==> src/rtl/fifo_pkg.sv <==
// Purpose    : shared defaults and reset constants for the parametrised FIFO.
// Latency    : n/a (package only).
// Backpressure: n/a (package only).
// Contents: default DATA_W / DEPTH and the threshold values loaded at reset.
package fifo_pkg;

  localparam int DEF_DATA_W = 10;
  localparam int DEF_DEPTH  = 8;

  // almost_full threshold comes out of reset one below DEPTH, almost_empty at 1.
  localparam int THR_HI_OFS = 1;
  localparam int THR_LO_RST = 1;

  function automatic int thr_hi_rst(input int depth);
    return depth - THR_HI_OFS;
  endfunction

endpackage

==> src/rtl/fifo_dpram.sv <==
// Purpose    : FIFO storage, one write port and one registered read port.
// Latency    : read data appears on rd_dat one clock after rd_en.
// Backpressure: none; caller guarantees only legal reads/writes are enabled.
// Ports: clk, rst_n (clears read register only), wr_en/wr_addr/wr_dat,
//        rd_en/rd_addr, rd_dat (holds its value when rd_en=0).
module fifo_dpram #(
  parameter int DATA_W = 10,
  parameter int ADDR_W = 3
) (
  input  logic              clk,
  input  logic              rst_n,
  input  logic              wr_en,
  input  logic [ADDR_W-1:0] wr_addr,
  input  logic [DATA_W-1:0] wr_dat,
  input  logic              rd_en,
  input  logic [ADDR_W-1:0] rd_addr,
  output logic [DATA_W-1:0] rd_dat
);

  logic [DATA_W-1:0] mem [0:(1<<ADDR_W)-1];
  logic [DATA_W-1:0] rd_dat_d;
  logic [DATA_W-1:0] rd_dat_q;

  // Array has no reset so it maps onto plain RAM.
  always_ff @(posedge clk) begin
    if (wr_en) begin
      mem[wr_addr] <= wr_dat;
    end
  end

  // Read-before-write: a same-address read and write in one cycle returns the
  // old word, which is what a full FIFO doing push+pop needs.
  always_comb begin
    rd_dat_d = rd_dat_q;
    if (rd_en) begin
      rd_dat_d = mem[rd_addr];
    end
  end

  always_ff @(posedge clk or negedge rst_n) begin
    if (!rst_n) begin
      rd_dat_q <= '0;
    end else begin
      rd_dat_q <= rd_dat_d;
    end
  end

  assign rd_dat = rd_dat_q;

endmodule

==> src/rtl/fifo_param.sv <==
// Purpose    : parametrised synchronous FIFO with programmable almost-full/empty thresholds.
// Latency    : popped word on data_out with valid_out=1 one clock after an accepted pop.
// Backpressure: push ignored while full unless a pop is accepted the same cycle; pop ignored while empty.
// Ports: clk, reset_L (async active-low), init (sync clear), cfg_load + umbral_superior/
//        umbral_inferior (thresholds), push/pop/data_in, data_out/valid_out, full/empty/
//        almost_full/almost_empty, fill_count, overflow/underflow.
// Build option: define FIFO_ERR_FLAGS_EN to enable sticky overflow/underflow; otherwise both read 0.
module fifo_param
  import fifo_pkg::*;
#(
  parameter  int DATA_W = DEF_DATA_W,
  parameter  int DEPTH  = DEF_DEPTH,     // power of two, >= 2
  localparam int ADDR_W = $clog2(DEPTH),
  localparam int CNT_W  = ADDR_W + 1
) (
  input  logic              clk,
  input  logic              reset_L,
  input  logic              init,
  input  logic              cfg_load,
  input  logic [CNT_W-1:0]  umbral_superior,
  input  logic [CNT_W-1:0]  umbral_inferior,
  input  logic              push,
  input  logic              pop,
  input  logic [DATA_W-1:0] data_in,
  output logic [DATA_W-1:0] data_out,
  output logic              valid_out,
  output logic              full,
  output logic              empty,
  output logic              almost_full,
  output logic              almost_empty,
  output logic [CNT_W-1:0]  fill_count,
  output logic              overflow,
  output logic              underflow
);

  localparam logic [CNT_W-1:0] THR_HI_INIT = CNT_W'(thr_hi_rst(DEPTH));
  localparam logic [CNT_W-1:0] THR_LO_INIT = CNT_W'(THR_LO_RST);

  logic [ADDR_W-1:0] wr_ptr_d, wr_ptr_q;
  logic [ADDR_W-1:0] rd_ptr_d, rd_ptr_q;
  logic [CNT_W-1:0]  cnt_d, cnt_q;
  logic [CNT_W-1:0]  thr_hi_d, thr_hi_q;
  logic [CNT_W-1:0]  thr_lo_d, thr_lo_q;
  logic              valid_d, valid_q;
  logic              push_acc, pop_acc;
  logic              full_w, empty_w;

  // Status is decoded from the occupancy counter, never from pointer compare,
  // so pointer wrap needs no extra bit.
  assign full_w  = (cnt_q == CNT_W'(DEPTH));
  assign empty_w = (cnt_q == '0);

  // init blocks both requests; a pop on a full FIFO frees the slot the push uses.
  assign pop_acc  = pop && !empty_w && !init;
  assign push_acc = push && (!full_w || (pop && !empty_w)) && !init;

  always_comb begin
    wr_ptr_d = wr_ptr_q;
    rd_ptr_d = rd_ptr_q;
    cnt_d    = cnt_q;
    thr_hi_d = thr_hi_q;
    thr_lo_d = thr_lo_q;
    valid_d  = 1'b0;
    if (init) begin
      wr_ptr_d = '0;
      rd_ptr_d = '0;
      cnt_d    = '0;
    end else begin
      if (push_acc) begin
        wr_ptr_d = wr_ptr_q + ADDR_W'(1);
      end
      if (pop_acc) begin
        rd_ptr_d = rd_ptr_q + ADDR_W'(1);
      end
      case ({push_acc, pop_acc})
        2'b10:   cnt_d = cnt_q + CNT_W'(1);
        2'b01:   cnt_d = cnt_q - CNT_W'(1);
        default: cnt_d = cnt_q;
      endcase
      valid_d = pop_acc;
      if (cfg_load) begin
        thr_hi_d = umbral_superior;
        thr_lo_d = umbral_inferior;
      end
    end
  end

  always_ff @(posedge clk or negedge reset_L) begin
    if (!reset_L) begin
      wr_ptr_q <= '0;
      rd_ptr_q <= '0;
      cnt_q    <= '0;
      thr_hi_q <= THR_HI_INIT;
      thr_lo_q <= THR_LO_INIT;
      valid_q  <= 1'b0;
    end else begin
      wr_ptr_q <= wr_ptr_d;
      rd_ptr_q <= rd_ptr_d;
      cnt_q    <= cnt_d;
      thr_hi_q <= thr_hi_d;
      thr_lo_q <= thr_lo_d;
      valid_q  <= valid_d;
    end
  end

  fifo_dpram #(
    .DATA_W (DATA_W),
    .ADDR_W (ADDR_W)
  ) u_dpram (
    .clk     (clk),
    .rst_n   (reset_L),
    .wr_en   (push_acc),
    .wr_addr (wr_ptr_q),
    .wr_dat  (data_in),
    .rd_en   (pop_acc),
    .rd_addr (rd_ptr_q),
    .rd_dat  (data_out)
  );

`ifdef FIFO_ERR_FLAGS_EN
  logic ovf_d, ovf_q;
  logic udf_d, udf_q;

  // Sticky until reset or init. Overflow only counts a push that truly had
  // nowhere to go (full with no accepted pop).
  always_comb begin
    ovf_d = ovf_q;
    udf_d = udf_q;
    if (init) begin
      ovf_d = 1'b0;
      udf_d = 1'b0;
    end else begin
      if (push && full_w && !pop_acc) begin
        ovf_d = 1'b1;
      end
      if (pop && empty_w) begin
        udf_d = 1'b1;
      end
    end
  end

  always_ff @(posedge clk or negedge reset_L) begin
    if (!reset_L) begin
      ovf_q <= 1'b0;
      udf_q <= 1'b0;
    end else begin
      ovf_q <= ovf_d;
      udf_q <= udf_d;
    end
  end

  assign overflow  = ovf_q;
  assign underflow = udf_q;
`else
  assign overflow  = 1'b0;
  assign underflow = 1'b0;
`endif

  assign valid_out    = valid_q;
  assign full         = full_w;
  assign empty        = empty_w;
  assign almost_full  = (cnt_q >= thr_hi_q);
  assign almost_empty = (cnt_q <= thr_lo_q);
  assign fill_count   = cnt_q;

endmodule

==> config.mk <==
export PLATFORM = sky130hd
export DESIGN_NAME = fifo_param
export DESIGN_NICKNAME = d
export VERILOG_FILES = /design/src/rtl/fifo_pkg.sv /design/src/rtl/fifo_dpram.sv /design/src/rtl/fifo_param.sv
export SDC_FILE = /design/constraint.sdc
export NUM_CORES = 1
export LEC_CHECK = 0
export CAP_MARGIN = 5
export CORE_MARGIN = 2
export CORE_UTILIZATION = 55
export DETAILED_ROUTE_END_ITERATION = 12
export PLACE_DENSITY = 0.76
export SLEW_MARGIN = 20
export SYNTH_ARGS = -nofsm -noshare
export SYNTH_HDL_FRONTEND = slang
export SYNTH_SLANG_ARGS = --single-unit
==> constraint.sdc <==
create_clock -name clk -period 2.8 [get_ports clk]
set_input_delay 0.42 -clock clk [delete_from_list [all_inputs] [get_ports clk]]
set_output_delay 0.42 -clock clk [all_outputs]
set_load 0.01 [all_outputs]
==> results_dict.tcl <==
set metrics [dict create \
    root_buffer "clkbuf_8" \
    finalMaxSlewViolations 0 \
    worst_pin_slew_ns 0.924 \
    powerDensity_mw_per_mm2 789 \
    ys_seq_area_share_pct 66.3 \
    combPwrFrac_pct 32.6 \
    p_total_w 0.00437 \
    routedWlPerCell_um 18.2 \
    avgSynthCellArea_um2 15.6 \
    die_y_um 96.7 \
    hold_viol 0 \
    arrival_ns 2.23 \
    synthMuxAreaShare_pct 12.7 \
    p_switching_w 0.00133 \
    synth_top_family_by_area "multiplexers" \
    clock.fmax_mhz 377 \
    maxSlewHeadroom_pct 38.2 \
    synth_area_mm2 0.00472 \
    rsz0062_at_grt "false" \
    die_w_um 96.7 \
    end_kind "output port" \
    grt_max_degree 30 \
    grt_pass1_wl_um 14000 \
    cts_buffer_depth 2 \
    cap_violations 0 \
    port-buffer-count 42 \
    cts_tree "built" \
    cpMostUsedCell "a21o_1" \
    diodes 0 \
    syn-instance-count 303 \
    layout_common_cells "edfxtp_1 (80), mux2i_1 (43), clkdlybuf4s50_1 (41)" \
    initial_core_util_pct 57.2 \
    skew_ns 0.0113 \
    antenna_found_initial 0 \
    synth-seq-cells 109 \
    cts_made_buffers 9 \
    grt.overflow.total 0 \
    detail-route-antenna-nets 0 \
    synth_xor_area_share_pct 1.30 \
    multi_input_area_mm2 0.00147 \
    area_delta_synth_final_pct 17.2 \
    final_area_mm2 0.00554 \
    synthFlopType "edfxtp_1" \
    firstDrtPassIters 4 \
    synth_fa_ha_area_share_pct 3.60 \
    vias 2683 \
    crit_family "flip-flops" \
    peakVddDrop_mv 0.299 \
    insertion_delay_ns 0.37 \
    core_area_mm2 0.00826 \
    start_kind "flop" \
    pwr-share-seq_pct 47.2 \
    layout-drive-gt1-share_pct 17.2 \
    cts.sinks 109 \
    drt-total-wl_um 8590 \
    grt.total_usage_pct 19.4 \
    criticalPathCategory "flop to output port" \
    finalCritPeriodShare_pct 94.8 \
    drtIter0Drc 165 \
    htreeDepth 3 \
    async_reset_ff_share_pct 26.6 \
    finalSetupViolCount 0 \
    register_area_mm2 0.00314 \
    crit_path_cell_trace "ha_1 -> nand2b_1 -> a21o_1 -> a21o_1 -> a21o_1 -> clkdlybuf4s50_1" \
    placed_area_mm2 0.00534 \
    synth_edf_count 80 \
    fin_tns_setup_ns 0 \
    place_congestion 0.756 \
    nFillCells 594 \
    fin_nets 399 \
    internal_power_w 0.00304 \
    synth_cell_types 45 \
    cts-hold-fix-buffers 0 \
    path_buf_inv 1 \
    outcome "finished, final reports clean" \
    vias_per_cell 5.68 \
    slowest_delay_ns 0.54 \
    switching_share_pct 30.4 \
    final_common_cell "edfxtp_1" \
    dp_hpwl_um 5930 \
    drc_errors 0 \
    cpMaxStageDelayCell "dfstp_2" \
    pin_count 45 \
    yosys.area_share.simple_pct 5.46 \
    min_period_ns 2.65 \
    dieArea_mm2 0.00935 \
    clk_pin_slew_worst_paths_ns 0.10 \
    grt_pass1_vias 2701 \
    p_clk_share_pct 20.2 \
    synth_compound_area_share_pct 7.71 \
    leakagePower_nw 2.04 \
    rows 33 \
    worstHoldPathType "primary input to async pin" \
    ys_warn_count 0 \
    path_max_fanout 2 \
    worstPathRequired_ns 2.38 \
]
==> per-layer routing <==
metal  track usage [%]  up-vias  share of wire [%]
met4              8.88        0                1.7
met3              3.32       14                3.7
met1              26.4     1342                 46
met2              30.7       65                 49
li1                  -     1262                  -
met5                 0        -                  0
==> flip-flops by register name (all words and copies together) (netlist names) <==
register,cells
fill_count,4
rd_ptr_q,3
thr_hi_q,4
thr_lo_q,4
u_dpram.mem,80
u_dpram.rd_dat,10
valid_out,1
wr_ptr_q,3
==> Yosys cell counts, drive strengths merged, types with 3 or more instances <==
library cell,number,area share (%)
dfrtp,25,13
xnor2,3,0.56
buf,13,1.9
nor2b,5,0.66
inv,8,0.64
nor2,17,1.7
o21ai,10,1.4
o211ai,4,0.64
a21o,4,0.64
edfxtp,80,51
nor3,5,0.53
clkbuf,4,0.32
dfstp,4,2.2
ha,12,3.2
mux2i,43,9.1
a211oi,3,0.58
mux2,12,3.6
nand2,7,0.56
a22o,10,1.9
xor2,4,0.74
a221oi,10,1.9
==> metrics by stage <==
| stage | setup WS [ns] | hold WS (ns) | util [%] | instances |
|---|---|---|---|---|
| after detailed placement | 0.0915 | 0.492 | 64.7 | 454 |
| after global routing | 0.0694 | 0.463 | 67.1 | 472 |
| after global placement | 0.229 | 0.500 | 64.7 | 454 |
| final | 0.147 | 0.444 | 67.1 | 472 |
| after CTS | 0.0183 | 0.443 | 66.9 | 470 |
| after floorplan | 0.250 | 0.124 | - | 304 |
==> kinds of logic after synthesis <==
family | after synthesis
xor gates and xnor gates | 7
and+or+nand+nor | 47
AOI/OAI and AO/OA | 46
adders and majority gates | 13
other | 1
DFF | 109
muxes | 55
buffers and inverters | 25
==> power groups by stage <==
stage	Combinational (W)	Sequential [W]	Clock, W
3_3_place_gp	0.00137	0.00211	0
5_1_grt	0.00155	0.00209	0.000975
6_report	0.00142	0.00206	0.000882
3_5_place_dp	0.00141	0.00211	0
4_1_cts	0.00141	0.00208	0.000915
2_1_floorplan	0.000936	0.00207	0
==> worst paths after layout <==
check | to | slack, ns | cells past startpoint | start
min in group clk | u_dpram.rd_dat[3] | 0.52 | 1 | u_dpram.rd_dat[3]
max in group asynchronous | thr_hi_q[2] | 2.03 | 2 | reset_L
hold / removal | thr_lo_q[1] | 0.44 | 2 | reset_L
setup / recovery | almost_full | 0.15 | 6 | thr_hi_q[0]
setup reg to reg | fill_count[3] | 0.22 | 9 | fill_count[0]
hold reg to reg | u_dpram.rd_dat[3] | 0.52 | 1 | u_dpram.rd_dat[3]
==> what timing repair did <==
item                       4_1_cts  5_1_grt
buffers inserted                 0        2
setup endpoints to repair        2        1
resized for setup                2        0
==> cell type report <==
cell class | count | area share, %
clock buffer | 10 | 2.30
clock inverter | 6 | 1.02
inverter | 8 | 0.542
multi-input combinational | 170 | 26.6
sequential | 109 | 56.6
tap | 105 | 2.37
timing repair buffer | 64 | 10.6
No activity file was read; power rests on OpenSTA's default activity.
==> variant: new RTL, config.mk and constraints unchanged <==
Set the package constant `DEF_DEPTH` to 32 (it was 8).
--- a/src/rtl/fifo_pkg.sv
+++ b/src/rtl/fifo_pkg.sv
@@ -6,5 +6,5 @@
 
   localparam int DEF_DATA_W = 10;
-  localparam int DEF_DEPTH  = 8;
+  localparam int DEF_DEPTH  = 32;
 
   // almost_full threshold comes out of reset one below DEPTH, almost_empty at 1.
Interface: changed (resized fill_count, umbral_inferior and umbral_superior); port bits go from 45 to 51. The function was not compared with the original's and may differ.
==> variant against the original RTL <==
- the flow now finishes with violations (setup timing)
- final cell count grew to 2.6 times the old value
- maximum frequency is 11% lower
- critical path depth is 4 higher
- wire length grew to 3.5 times the old value
- final area grew to 3.0 times the old value
- sequential cell count is 250 higher
- core utilization is 0.73 points lower
- synthesized area grew to 3.0 times the old value
- worst setup slack worse by 0.32 ns
- total power grew to 3.2 times the old value
- clock power grew to 5.2 times the old value
==> variant: results <==
routing:
  routed-via-count: 7552
  wirelength_um: 30310
  drt_iter0_drc: 825
  first_pass_iters: 5
logic_synthesis:
  synth_edf_count: 320
  synth.distinct_cells: 44
  postSynthCellCount: 746
  yosysSeqAreaShare_pct: 74.33
  yosys-top-cells-area: "edfxtp_1 (67%), mux4_2 (13%), dfrtp_1 (5.8%)"
  ys_top_cells_by_count: "edfxtp_1 (320), mux4_2 (80), nor2_1 (56)"
place:
  place_area_sq_um: 15590
  place_hpwl_um: 18940
  io_buffers: 48
  gp_congestion: 0.8673
global_routing:
  grtUsageMet1_pct: 31.18
  grt_max_degree: 44
  track_usage_pct: 23.20
  grt_pass1_wl_um: 45870
  use_met3_pct: 4.721
layout:
  drive_gt1_share_pct: 27.39
  fillers: 1573
  fin_cells: 1228
  largest_reg_flops: 320
  nNetsFinal: 923
timing:
  setup_ws_ns: -0.1706
  finalSetupViolCount: 3
  skew_ns: 0.02244
  slew_headroom_pct: 40.62
  setup_tns_ns: -0.3212
outcome:
  outcome: "finished with violations"
  violations: "setup timing"
clock_tree:
  cts_buffers: 36
  clk_latency_ns: 0.53
  clkTransAtPathRegs_ns: 0.06
  cts_root_buffer: "clkbuf_16"
  clk_path_buf_depth: 3
  htreeDepth: 2
critical_path:
  cpPeakStageDelay_ns: 0.57
  slowest_stage: "or4_4"
  critPathKind: "flop to flop"
  crit_arrival_ns: 3.37
  worstPathMaxFanout: 5
pwr:
  ir_drop_mv: 0.7755
  p_leak_nw: 5.631
==> variant: critical path: cells and delay by family, from the launching register on <==
family	cells	cell delay, ns
adders and majority gates	1	0.25
AOI/OAI and AO/OA	5	1.23
DFF	1	0.40
xor gates and xnor gates	1	0.12
and+or+nand+nor	3	0.84
==> variant: per-stage QoR <==
| step | setup slack, ns | total power, mW |
|---|---|---|
| after floorplan | -0.1753 | 8.196 |
| after global placement | -0.1239 | 9.151 |
| after detailed placement | -0.2043 | 9.254 |
| after CTS | -0.1420 | 13.85 |
| after global routing | -0.2128 | 14.34 |
| final | -0.1706 | 13.79 |
==> variant: what timing repair did <==
item / 4_1_cts / 5_1_grt
pin swaps: 3 / 4
gates resized for setup: 12 / 7
setup buffers: 5 / 3
setup endpoints to repair: 6 / 7
==> variant: where the power goes <==
group | leakage, nW | switching, mW | internal [mW]
clock network | 0.547 | 1.93 | 2.64
logic | 1.72 | 1.48 | 1.59
registers | 3.36 | 0.133 | 6.02
total | 5.63 | 3.55 | 10.2
==> variant: final cells by class <==
cell class / count / area, sq um / share of cell area [%]
sequential: 359 / 10600 / 63.11
tap: 330 / 412.9 / 2.458
timing repair buffer: 125 / 1094 / 6.509
inverter: 15 / 56.30 / 0.3351
clock buffer: 49 / 969.7 / 5.772
clock inverter: 14 / 153.9 / 0.9161
multi-input combinational: 336 / 3511 / 20.90
==> variant: final timing paths <==
check / end / slack [ns] / depth (start not counted)
worst max-delay path: fill_count[5] / -0.17 / 10
worst max register to register: fill_count[5] / -0.17 / 10
max in group asynchronous: rd_ptr_q[1] / 2.11 / 1
worst min register to register: u_dpram.rd_dat[8] / 0.48 / 2
worst min-delay path: thr_lo_q[4] / 0.03 / 1
min in group clk: thr_hi_q[2] / 0.45 / 3
==> variant: cells by family after synthesis <==
logic type	count (synthesis)	synth area share, %
adders and majority gates	22	1.984
AOI/OAI and AO/OA	85	3.696
DFF	359	74.33
other	1	0.02631
buffers and inverters	52	1.738
xor gates and xnor gates	12	0.7376
and+or+nand+nor	128	4.293
muxes	87	13.20
==> variant: routing by layer <==
layer | wire length (um) | vias to the layer above
met5 | 13 | -
met4 | 893 | 2
met3 | 2451 | 66
met2 | 15200 | 368
met1 | 11750 | 3869
li1 | - | 3247
